<file path="src/rtl/blake2_io_ctrl_pkg.sv">
// Shared definitions for the BLAKE2 host input controller: command encoding,
// FSM states and configuration byte slots.
package blake2_io_pkg;

  typedef enum logic [1:0] {
    CMD_CONF  = 2'd0,
    CMD_START = 2'd1,
    CMD_DATA  = 2'd2,
    CMD_LAST  = 2'd3
  } cmd_e;

  typedef enum logic [1:0] {
    ST_IDLE,
    ST_CFG,
    ST_DATA,
    ST_PAD
  } state_e;

  // Configuration byte slots: kk, nn, then ll bytes MSB-first.
  localparam int CFG_KK     = 0;
  localparam int CFG_NN     = 1;
  localparam int CFG_LL_MIN = 2;

  // Counter width able to hold the saturation slot one past ll's last byte.
  function automatic int cfg_cnt_w(input int ll_w);
    return $clog2(CFG_LL_MIN + ll_w / 8 + 1);
  endfunction

endpackage

</file>
<file path="src/rtl/blake2_io_ctrl_if.sv">
// Host-side beat handshake of the BLAKE2 input controller.
interface blake2_io_ctrl_if #(
  parameter int W = 1
);
  logic           valid_i;
  logic [1:0]     cmd_i;
  logic [8*W-1:0] data_i;
  logic           ready_o;

  modport master (output valid_i, cmd_i, data_i, input ready_o);
  modport slave  (input valid_i, cmd_i, data_i, output ready_o);
endinterface

</file>
<file path="src/rtl/blake2_io_ctrl_cfg_capture.sv">
// Configuration byte capture: saturating slot counter feeding kk, nn and an
// MSB-first ll shift register. ovf output exists only with IO_PROTO_ERR_EN.
module io_cfg_capture
  import blake2_io_pkg::*;
#(
  parameter int LL_W = 64
) (
  input  logic            clk,
  input  logic            nreset,
  input  logic            restart,
  input  logic            capture,
  input  logic [7:0]      cfg_byte,
  output logic [7:0]      kk,
  output logic [7:0]      nn,
  output logic [LL_W-1:0] ll
`ifdef IO_PROTO_ERR_EN
  ,
  output logic            ovf
`endif
);

  localparam int CNT_W = cfg_cnt_w(LL_W);
  localparam logic [CNT_W-1:0] SLOT_KK  = CNT_W'(CFG_KK);
  localparam logic [CNT_W-1:0] SLOT_NN  = CNT_W'(CFG_NN);
  localparam logic [CNT_W-1:0] SLOT_SAT = CNT_W'(CFG_LL_MIN + LL_W / 8);

  logic [CNT_W-1:0] cnt_q;
  logic [CNT_W-1:0] slot;

  // A CONF arriving outside CFG is always byte 0 of a fresh sequence.
  assign slot = restart ? '0 : cnt_q;

  // NOTE: state registers use non-blocking (<=) so every flop samples the
  // pre-edge values; blocking here would create order-dependent races.
  always_ff @(posedge clk or negedge nreset) begin
    if (!nreset) begin
      cnt_q <= '0;
      kk    <= '0;
      nn    <= '0;
      ll    <= '0;
    end else if (capture) begin
      if (slot == SLOT_KK)       kk <= cfg_byte;
      else if (slot == SLOT_NN)  nn <= cfg_byte;
      else if (slot != SLOT_SAT) ll <= {ll[LL_W-9:0], cfg_byte};
      cnt_q <= (slot == SLOT_SAT) ? SLOT_SAT : slot + 1'b1;
    end
  end

`ifdef IO_PROTO_ERR_EN
  assign ovf = capture && (slot == SLOT_SAT);
`endif

endmodule

</file>
<file path="src/rtl/blake2_io_ctrl.sv">
// Host-side input controller for the BLAKE2 core: config capture, block
// slicing into W-byte beats and autonomous zero padding of short final blocks.
// Optional sticky protocol error flag: define IO_PROTO_ERR_EN.
module blake2_io_ctrl
  import blake2_io_pkg::*;
#(
  parameter  int BB    = 64,
  parameter  int W     = 1,
  parameter  int LL_W  = 64,
  localparam int IDX_W = $clog2(BB / W)
) (
  input  logic             clk,
  input  logic             nreset,
  blake2_io_ctrl_if.slave  host,
  output logic [7:0]       kk_o,
  output logic [7:0]       nn_o,
  output logic [LL_W-1:0]  ll_o,
  output logic             data_v_o,
  output logic [8*W-1:0]   data_o,
  output logic [IDX_W-1:0] data_idx_o,
  output logic             block_first_o,
  output logic             block_last_o,
  output logic             block_end_o,
  output logic             pad_o,
  output logic             err_o
);

  localparam logic [IDX_W-1:0] IDX_MAX = IDX_W'(BB / W - 1);

  state_e           state_q, state_d;
  logic [IDX_W-1:0] idx_q, idx_d;     // index of the next beat to emit
  logic             first_q, first_d;

  logic             acc;
  cmd_e             cmd;
  logic             last_slot;

  logic             emit;
  logic [8*W-1:0]   beat_data;
  logic [IDX_W-1:0] beat_idx;
  logic             beat_first;
  logic             beat_last;
  logic             beat_end;
  logic             beat_pad;
  logic             cfg_restart;
  logic             cfg_capture;

  assign host.ready_o = (state_q != ST_PAD);
  assign acc          = host.valid_i && host.ready_o;
  assign cmd          = cmd_e'(host.cmd_i);
  assign last_slot    = (idx_q == IDX_MAX);

  always_ff @(posedge clk or negedge nreset) begin
    if (!nreset) begin
      state_q <= ST_IDLE;
      idx_q   <= '0;
      first_q <= 1'b0;
    end else begin
      state_q <= state_d;
      idx_q   <= idx_d;
      first_q <= first_d;
    end
  end

  // NOTE: every signal driven here gets a default first, so no path through
  // the case leaves a value unassigned and no latch is inferred.
  always_comb begin
    state_d     = state_q;
    idx_d       = idx_q;
    first_d     = first_q;
    emit        = 1'b0;
    beat_data   = host.data_i;
    beat_idx    = idx_q;
    beat_first  = first_q;
    beat_last   = 1'b0;
    beat_end    = 1'b0;
    beat_pad    = 1'b0;
    cfg_restart = 1'b0;
    cfg_capture = 1'b0;

    if (acc && cmd == CMD_START) begin
      // START restarts the message from any accepting state, abandoning
      // whatever partial block was in flight.
      emit       = 1'b1;
      beat_idx   = '0;
      beat_first = 1'b1;
      first_d    = 1'b1;
      idx_d      = IDX_W'(1);
      state_d    = ST_DATA;
    end else begin
      unique case (state_q)
        ST_IDLE: begin
          if (acc && cmd == CMD_CONF) begin
            cfg_capture = 1'b1;
            cfg_restart = 1'b1;
            state_d     = ST_CFG;
          end
        end
        ST_CFG: begin
          if (acc) begin
            if (cmd == CMD_CONF) cfg_capture = 1'b1;
            else                 state_d     = ST_IDLE;
          end
        end
        ST_DATA: begin
          if (acc) begin
            unique case (cmd)
              CMD_CONF: begin
                cfg_capture = 1'b1;
                cfg_restart = 1'b1;
                state_d     = ST_CFG;
              end
              CMD_DATA: begin
                emit     = 1'b1;
                beat_end = last_slot;
                idx_d    = last_slot ? '0 : idx_q + 1'b1;
                if (last_slot) first_d = 1'b0;
              end
              CMD_LAST: begin
                emit      = 1'b1;
                beat_last = 1'b1;
                beat_end  = last_slot;
                idx_d     = last_slot ? '0 : idx_q + 1'b1;
                state_d   = last_slot ? ST_IDLE : ST_PAD;
              end
              default: ;
            endcase
          end
        end
        ST_PAD: begin
          emit      = 1'b1;
          beat_data = '0;
          beat_pad  = 1'b1;
          beat_last = 1'b1;
          beat_end  = last_slot;
          idx_d     = last_slot ? '0 : idx_q + 1'b1;
          if (last_slot) state_d = ST_IDLE;
        end
        default: state_d = ST_IDLE;
      endcase
    end
  end

  // Beat fields hold between beats; only the strobes fall back to zero.
  always_ff @(posedge clk or negedge nreset) begin
    if (!nreset) begin
      data_v_o      <= 1'b0;
      data_o        <= '0;
      data_idx_o    <= '0;
      block_first_o <= 1'b0;
      block_last_o  <= 1'b0;
      block_end_o   <= 1'b0;
      pad_o         <= 1'b0;
    end else begin
      data_v_o    <= emit;
      block_end_o <= beat_end;
      pad_o       <= beat_pad;
      if (emit) begin
        data_o        <= beat_data;
        data_idx_o    <= beat_idx;
        block_first_o <= beat_first;
        block_last_o  <= beat_last;
      end
    end
  end

`ifdef IO_PROTO_ERR_EN
  logic cfg_ovf;
  logic err_set;
  logic err_q;

  io_cfg_capture #(.LL_W(LL_W)) u_cfg (
    .clk      (clk),
    .nreset   (nreset),
    .restart  (cfg_restart),
    .capture  (cfg_capture),
    .cfg_byte (host.data_i[7:0]),
    .kk       (kk_o),
    .nn       (nn_o),
    .ll       (ll_o),
    .ovf      (cfg_ovf)
  );

  assign err_set = acc && (
      (state_q == ST_IDLE && (cmd == CMD_DATA || cmd == CMD_LAST)) ||
      (state_q == ST_CFG  && (cmd == CMD_DATA || cmd == CMD_LAST)) ||
      (state_q == ST_DATA && cmd == CMD_CONF)                      ||
      (state_q == ST_DATA && cmd == CMD_START && idx_q != '0)      ||
      cfg_ovf);

  always_ff @(posedge clk or negedge nreset) begin
    if (!nreset)      err_q <= 1'b0;
    else if (err_set) err_q <= 1'b1;
  end

  assign err_o = err_q;
`else
  io_cfg_capture #(.LL_W(LL_W)) u_cfg (
    .clk      (clk),
    .nreset   (nreset),
    .restart  (cfg_restart),
    .capture  (cfg_capture),
    .cfg_byte (host.data_i[7:0]),
    .kk       (kk_o),
    .nn       (nn_o),
    .ll       (ll_o)
  );

  assign err_o = 1'b0;
`endif

endmodule
</file>
<file path="src/flat_wrapper.sv">
// flat-port wrapper written by rule: the top's interface ports become plain ports
module blake2_io_ctrl_flat import blake2_io_pkg::*;
#(
  parameter  int BB    = 64,
  parameter  int W     = 1,
  parameter  int LL_W  = 64,
  localparam int IDX_W = $clog2(BB / W)
)
  (clk, nreset, kk_o, nn_o, ll_o, data_v_o, data_o, data_idx_o, block_first_o, block_last_o, block_end_o, pad_o, err_o, host_valid_i, host_cmd_i, host_data_i, host_ready_o);
  blake2_io_ctrl_if #(.W(W)) host_i ();
  input  logic clk;
  input  logic nreset;
  output logic [7:0] kk_o;
  output logic [7:0] nn_o;
  output logic [LL_W-1:0] ll_o;
  output logic data_v_o;
  output logic [8*W-1:0] data_o;
  output logic [IDX_W-1:0] data_idx_o;
  output logic block_first_o;
  output logic block_last_o;
  output logic block_end_o;
  output logic pad_o;
  output logic err_o;
  input wire logic [$bits(host_i.valid_i)-1:0] host_valid_i;
  input wire logic [$bits(host_i.cmd_i)-1:0] host_cmd_i;
  input wire logic [$bits(host_i.data_i)-1:0] host_data_i;
  output wire logic [$bits(host_i.ready_o)-1:0] host_ready_o;
  assign host_i.valid_i = host_valid_i;
  assign host_i.cmd_i = host_cmd_i;
  assign host_i.data_i = host_data_i;
  assign host_ready_o = host_i.ready_o;
  blake2_io_ctrl #(.BB(BB), .W(W), .LL_W(LL_W)) u_core (.clk(clk), .nreset(nreset), .host(host_i), .kk_o(kk_o), .nn_o(nn_o), .ll_o(ll_o), .data_v_o(data_v_o), .data_o(data_o), .data_idx_o(data_idx_o), .block_first_o(block_first_o), .block_last_o(block_last_o), .block_end_o(block_end_o), .pad_o(pad_o), .err_o(err_o));
endmodule
</file>
<file path="config.mk">
export PLATFORM = sky130hd
export DESIGN_NAME = blake2_io_ctrl_flat
export DESIGN_NICKNAME = d
export VERILOG_FILES = /design/src/rtl/blake2_io_ctrl_pkg.sv /design/src/rtl/blake2_io_ctrl_if.sv /design/src/rtl/blake2_io_ctrl_cfg_capture.sv /design/src/rtl/blake2_io_ctrl.sv /design/src/flat_wrapper.sv
export SDC_FILE = /design/constraint.sdc
export NUM_CORES = 1
export LEC_CHECK = 0
export ABC_AREA = 1
export BUFFER_PORTS_ARGS = -buffer_cell sky130_fd_sc_hd__buf_2
export CAP_MARGIN = 20
export CORE_AREA = 2 2 106 108
export DETAILED_ROUTE_END_ITERATION = 6
export DIE_AREA = 0 0 108 110
export PLACE_DENSITY = 0.74
export SYNTH_ARGS = -nofsm -noshare
export SYNTH_HDL_FRONTEND = slang
export SYNTH_SLANG_ARGS = --single-unit
</file>
<file path="constraint.sdc">
create_clock -name clk -period 5.15 [get_ports clk]
set_clock_uncertainty 0.1 [all_clocks]
set_input_delay 1.03 -clock clk [delete_from_list [all_inputs] [get_ports clk]]
set_output_delay 1.03 -clock clk [all_outputs]
set_load 0.02 [all_outputs]
</file>
==> results.sh, run 1 <==
export IMPL_regArea_um2=2800
export IMPL_status="finished, final reports clean"
export IMPL_setup_tns_final_ns=0
export IMPL_cts_sinks=112
export IMPL_cts_tree="done"
export IMPL_synth_distinct_cells=34
export IMPL_clkTransAtPathRegs_ns=0.11
export IMPL_min_path_type="register to register"
export IMPL_die_w_um=108
export IMPL_finalSetupViolCount=0
export IMPL_period_share_pct=59.3
export IMPL_insertion_delay_ns=0.38
export IMPL_min_period_ns=3.05
export IMPL_drv_cap=0
export IMPL_drt_iter0_markers=280
export IMPL_drc_errors=0
export IMPL_dr_total_vias=4048
export IMPL_crit_path_start_kind="primary input"
export IMPL_cts_repair_resized=0
export IMPL_hold_buffers=0
export IMPL_ir_drop_mv=0.315
export IMPL_synth_fp_nets=577
export IMPL_start_util_pct=49.5
export IMPL_multi_input_area_um2=2110
export IMPL_grt_pass1_wl_um=18200
export IMPL_antenna_found_initial=0
export IMPL_rows=38
export IMPL_cp_end_kind="register"
export IMPL_final_area_um2=6030
export IMPL_root_buffer="clkbuf_8"
export IMPL_areaGrowthSynthToFinish_pct=13.8
export IMPL_cts_setup_buffers=0
export IMPL_worst_setup_path_type="primary input to register"
export IMPL_drt_total_wl_um=11000
export IMPL_power_leakage_nw=3.36
export IMPL_die_h_um=110
export IMPL_nFillCells=960
export IMPL_max_freq_ghz=0.327
export IMPL_core_area_um2=10700
export IMPL_clk_path_buf_depth=2
export IMPL_vias_per_cell=5.06
export IMPL_worstPathMaxFanout=42
export IMPL_drv_slew=0
export IMPL_yosysWarnings=0
export IMPL_yosysSeqAreaShare_pct=52.9
export IMPL_synth_seq_cells=112
export IMPL_r2r_start="u_core.state_q[0]"
export IMPL_dieArea_um2=11900
export IMPL_grt_pass1_vias=3737
export IMPL_synthCells=555
export IMPL_io_buffers=112
export IMPL_placed_area_um2=5790
export IMPL_rsz0062_at_grt="no"
export IMPL_syn_area_um2=5300
export IMPL_antenna_left=0
export IMPL_power_density_nw_per_um2=572
export IMPL_diodes=0
export IMPL_grt_max_degree=91
export IMPL_avgSynthCellArea_um2=9.54
export IMPL_critical_path_arrival_ns=3.28
export IMPL_firstDrtPassIters=5
export IMPL_slew_headroom_pct=42.3
export IMPL_worstMarginPinSlew_ns=0.863
export IMPL_nets=677
export IMPL_holdCritStartpoint="u_core.u_cfg.ll[61]"
export IMPL_synth_top_flop_cell="dfrtp_1"
export IMPL_hpwl_um=7550
export IMPL_gp_congestion=0.897
export IMPL_wl_per_cell_um=13.7
export IMPL_synth_edf_count=0
export IMPL_grt_usage_pct=19.3
export IMPL_io_pin_count=114
export IMPL_required_ns=5.38
export IMPL_numCtsBuffers=9
export IMPL_synthArstFlopShare_pct=100
export IMPL_overflow=0
export IMPL_drive_gt1_share_pct=30.6
export IMPL_hold_violations=0
export IMPL_h_tree_depth=3
export IMPL_finalPower_mw=3.45
export IMPL_setup_worst_path_start="host_cmd_i[1]"
==> registers in the layout, summed over array words and instances, names as in the netlist <==
signal and count:
u_core.u_cfg.kk 8, u_core.idx_q 6, u_core.pad_o 1, u_core.u_cfg.ll 64, u_core.block_first_o 1, u_core.data_v_o 1
u_core.first_q 1, u_core.data_o 8, u_core.state_q 2, u_core.u_cfg.nn 8, u_core.block_last_o 1, u_core.block_end_o 1
u_core.data_idx_o 6, u_core.u_cfg.cnt_q 4
==> report_power, final <==
group          switching [mW]  total [mW]  internal [mW]  leakage [nW]
Combinational            1.02        1.45          0.430          1.76
Clock                   0.301       0.577          0.276         0.115
Sequential              0.248        1.42           1.18          1.48
==> per-stage QoR <==
stage	hold WS, ns	util (%)	setup WS (ns)	instances
floorplan	0.364	-	2.58	555
global placement	0.351	54.1	1.79	783
detailed placement	0.358	54.1	1.70	783
CTS	0.384	56.1	2.09	799
global route	0.403	56.3	1.83	800
finish	0.379	56.3	2.10	800
==> Yosys cell counts, types with 2 or more instances <==
library cell	number	area share [%]
nand4_1	5	0.59
nand3_1	51	4.8
buf_4	3	0.43
nand2_4	3	0.64
dfrtp_1	112	53
o21ai_0	19	1.8
inv_1	25	1.8
buf_2	9	0.85
buf_12	6	2.3
buf_6	7	1.5
nand2_1	214	15
ha_1	9	2.1
nand3_2	53	10
nor2_4	3	0.64
o21ai_4	2	0.61
xor2_1	2	0.33
clkbuf_1	3	0.21
nor2_1	10	0.71
a21oi_1	4	0.38
==> cell families after synthesis <==
logic type               synth area share [%]
AND/OR/NAND/NOR                          33.7
other                                  0.0708
buffers and inverters                    7.28
XOR/XNOR                                0.496
flip-flops                               52.9
adder cells (fa/ha/maj)                  2.13
AO/OA/AOI/OAI                            3.38
==> critical path: stages <==
cell and delay, ns:
buf_2 0.14, nor2_4 0.21, nand3_4 0.15, nand2_1 0.14, inv_1 0.08, ha_1 0.19
inv_1 0.05, nor2_1 0.04, nand3_2 0.10, nand2_4 0.06, inv_4 0.28, buf_4 0.55
nand3_1 0.13, nand2_1 0.10
==> per-layer routing <==
layer  wire length [um]  part of all wire (%)  vias to the layer above  GRT usage [%]
li1                   -                     -                     1986              -
met1               5020                    46                     1952           27.1
met2               5340                    49                       96           30.1
met3                439                   4.0                       14           3.53
met4                193                   1.8                        0           7.23
met5                  0                     0                        -              0
==> path summary, 6_finish.rpt <==
path / cells past startpoint / slack [ns] / to
min reg2reg: 2 / 0.38 / u_core.u_cfg.ll[61]
max in group asynchronous: 3 / 3.39 / u_core.u_cfg.ll[33]
min in group asynchronous: 1 / 0.54 / u_core.idx_q[4]
max reg2reg: 14 / 2.11 / u_core.u_cfg.ll[45]
min: 2 / 0.38 / u_core.u_cfg.ll[61]
max: 14 / 2.10 / u_core.u_cfg.ll[45]
==> cell usage in the layout (no fill, tap or decap), types with 2 or more instances in the layout <==
master     synthesis  layout
xor2_1             2       2
clkinv_2           0       3
ha_1               9       9
nand2_1          214     214
buf_4              3       5
clkbuf_8           0       9
nand2_4            3       3
nor2_1            10      10
inv_1             25      25
nand3_2           53      53
dfrtp_1          112     112
nand4_1            5       5
o21ai_4            2       2
bufinv_16          0       2
o21ai_0           19      19
buf_2              9     111
a21oi_1            4       4
nor2_4             3       3
nand3_1           51      51
==> cell type report <==
cell class,count,area share [%]
Clock inverter,7,1.58
Inverter,28,1.79
Sequential cell,112,46.5
Tap cell,140,2.91
Timing Repair Buffer,117,10.2
Clock buffer,9,2.06
Multi-Input combinational cell,387,35.0
Power figures use the tool's default switching activity.
==> run 2: changes to the inputs <==
--- a/config.mk
+++ b/config.mk
@@ -8,10 +8,10 @@
 export ABC_AREA = 1
 export BUFFER_PORTS_ARGS = -buffer_cell sky130_fd_sc_hd__buf_2
 export CAP_MARGIN = 20
-export CORE_AREA = 2 2 106 108
+export CORE_AREA = 2 2 107 109
 export DETAILED_ROUTE_END_ITERATION = 6
-export DIE_AREA = 0 0 108 110
-export PLACE_DENSITY = 0.74
+export DIE_AREA = 0 0 109 111
+export PLACE_DENSITY = 0.75
 export SYNTH_ARGS = -nofsm -noshare
 export SYNTH_HDL_FRONTEND = slang
 export SYNTH_SLANG_ARGS = --single-unit
==> constraint.sdc (replaced) <==
create_clock -name clk -period 2.65 [get_ports clk]
set_clock_uncertainty 0.1 [all_clocks]
set_input_delay 0.53 -clock clk [delete_from_list [all_inputs] [get_ports clk]]
set_output_delay 0.53 -clock clk [all_outputs]
set_load 0.02 [all_outputs]
==> results.sh, run 2 (synthesis results as in run 1) <==
export IMPL_cpMostUsedCell="ha_1"
export IMPL_crit_path_start_kind="register"
export IMPL_cp_slowest_stage_delay_ns=0.41
export IMPL_clkTransAtPathRegs_ns=0.07
export IMPL_cts_sinks=112
export IMPL_drt_total_wl_um=11800
export IMPL_firstDrtPassIters=5
export IMPL_dieArea_um2=12100
export IMPL_grt_usage_pct=20.3
export IMPL_root_buffer="clkbuf_16"
export IMPL_cp_end_kind="register"
export IMPL_io_buffers=112
export IMPL_crit_buf_inv=2
export IMPL_core_area_um2=11100
export IMPL_grt_max_degree=65
export IMPL_power_leakage_nw=3.45
export IMPL_finalSetupViolCount=0
export IMPL_required_ns=2.84
export IMPL_period_share_pct=94.2
export IMPL_io_pin_count=114
export IMPL_cts_tree="done"
export IMPL_finalPower_mw=7.18
export IMPL_drv_cap=0
export IMPL_antenna_left=0
export IMPL_insertion_delay_ns=0.35
export IMPL_die_h_um=111
export IMPL_die_w_um=109
export IMPL_critical_path_arrival_ns=2.68
export IMPL_rsz0062_at_grt="no"
export IMPL_areaGrowthSynthToFinish_pct=18.1
export IMPL_final_cell_mix="212 x nand2_1, 112 x dfrtp_1, 111 x buf_2, 53 x nand3_2, 51 x nand3_1"
export IMPL_rows=39
export IMPL_clk_path_buf_depth=2
export IMPL_hold_buffers=0
export IMPL_cpLargestDelayFamily="simple AND/OR/NAND/NOR gates"
export IMPL_setup_tns_final_ns=0
export IMPL_drv_slew=0
export IMPL_hpwl_um=8070
export IMPL_grt_pass1_wl_um=19300
export IMPL_drc_errors=0
export IMPL_worst_setup_path_type="register to register"
export IMPL_final_common_cell="nand2_1"
export IMPL_max_freq_ghz=0.401
export IMPL_wl_per_cell_um=14.6
export IMPL_cp_slowest_cell="dfrtp_1"
export IMPL_start_util_pct=47.8
export IMPL_multi_input_area_um2=2120
export IMPL_ir_drop_mv=0.510
export IMPL_nets=684
export IMPL_gp_congestion=0.870
export IMPL_h_tree_depth=3
export IMPL_drive_gt1_share_pct=31.5
export IMPL_power_density_nw_per_um2=1150
export IMPL_grt_pass1_vias=3822
export IMPL_status="finished, final reports clean"
export IMPL_nFillCells=982
export IMPL_overflow=0
export IMPL_largest_reg_flops=64
export IMPL_worstPathMaxFanout=32
export IMPL_vias_per_cell=5.08
export IMPL_numCtsBuffers=9
export IMPL_crit_chain="ha_1 > nor2_4 > nand3_4 > nand2_2 > inv_1 > ha_1 > o21ai_4 > clkbuf_16 > nand3_2 > nand2_1"
export IMPL_antenna_found_initial=0
export IMPL_min_path_type="primary input to async pin"
export IMPL_diodes=0
export IMPL_min_period_ns=2.50
export IMPL_dr_total_vias=4112
export IMPL_regArea_um2=2800
export IMPL_drt_iter0_markers=363
export IMPL_hold_violations=0
export IMPL_top_register="u_core.u_cfg.ll"
[run 2: changes by cell type in the layout (fill, tap and decap cells not counted), moves of 2 or more]
cell / before / now
clkbuf_1: 0 / 2
nand2_2: 1 / 3
nand2_1: 214 / 212
clkinv_2: 3 / 1
clkbuf_8: 9 / 1
buf_12: 1 / 5
clkbuf_16: 0 / 10
[run 2: power breakdown]
part	leakage (nW)	total [mW]	switching [mW]	internal [mW]
Sequential	1.48	2.78	0.486	2.29
Clock	0.143	1.37	0.611	0.762
Combinational	1.82	3.03	2.08	0.945
Total	3.45	7.18	3.18	4.00
[run 2: path summary, 6_finish.rpt]
path / slack [ns] / cells past startpoint / end / start
worst max-delay path: 0.15 / 10 / u_core.u_cfg.ll[31] / u_core.state_q[0]
worst min-delay path: 0.04 / 1 / u_core.u_cfg.ll[62] / nreset
worst max register to register: 0.15 / 10 / u_core.u_cfg.ll[31] / u_core.state_q[0]
worst min register to register: 0.37 / 2 / u_core.u_cfg.nn[6] / u_core.u_cfg.nn[6]
max in group asynchronous: 1.73 / 2 / u_core.u_cfg.ll[47] / nreset
min in group clk: 0.36 / 3 / u_core.u_cfg.kk[5] / host_data_i[5]
[run 2: cell type report]
type                            instances  share of cell area (%)
Sequential cell                       112                    44.8
Clock buffer                           12                    3.94
Clock inverter                          4                   0.820
Timing Repair Buffer                  124                    11.9
Tap cell                              143                    2.86
Inverter                               28                    1.72
Multi-Input combinational cell        387                    34.0
[run 2: worst reg2reg max path: cells and delay by family, from the launching register on]
| family | cells | cell delay, ns |
|---|---|---|
| fa+ha+maj | 2 | 0.56 |
| flops | 1 | 0.41 |
| simple gates | 5 | 0.68 |
| buf+inv | 2 | 0.39 |
| compound gates | 1 | 0.30 |
[run 2: repair_timing]
action / in CTS / in global routing
setup buffers: 0 / 1
endpoints found under the setup margin: 0 / 77
resized for setup: 0 / 8
[run 2: routing by layer]
metal | track usage, % | wire (um)
met4 | 7.09 | 266
met2 | 31.3 | 5730
met5 | 0 | 0
met1 | 28.4 | 5200
met3 | 3.88 | 607
[run 2: through the flow]
stage               cells  hold WS (ns)  cell area (um2)  worst slack, ns  util, %
floorplan             555         0.134             5300            0.434        -
global placement      792         0.350             5900            0.229     53.2
global route          810        0.0691             6260          0.00475     56.5
CTS                   808        0.0481             6200            0.103     55.9
finish                810        0.0360             6260            0.155     56.5
detailed placement    792         0.355             5900            0.129     53.2
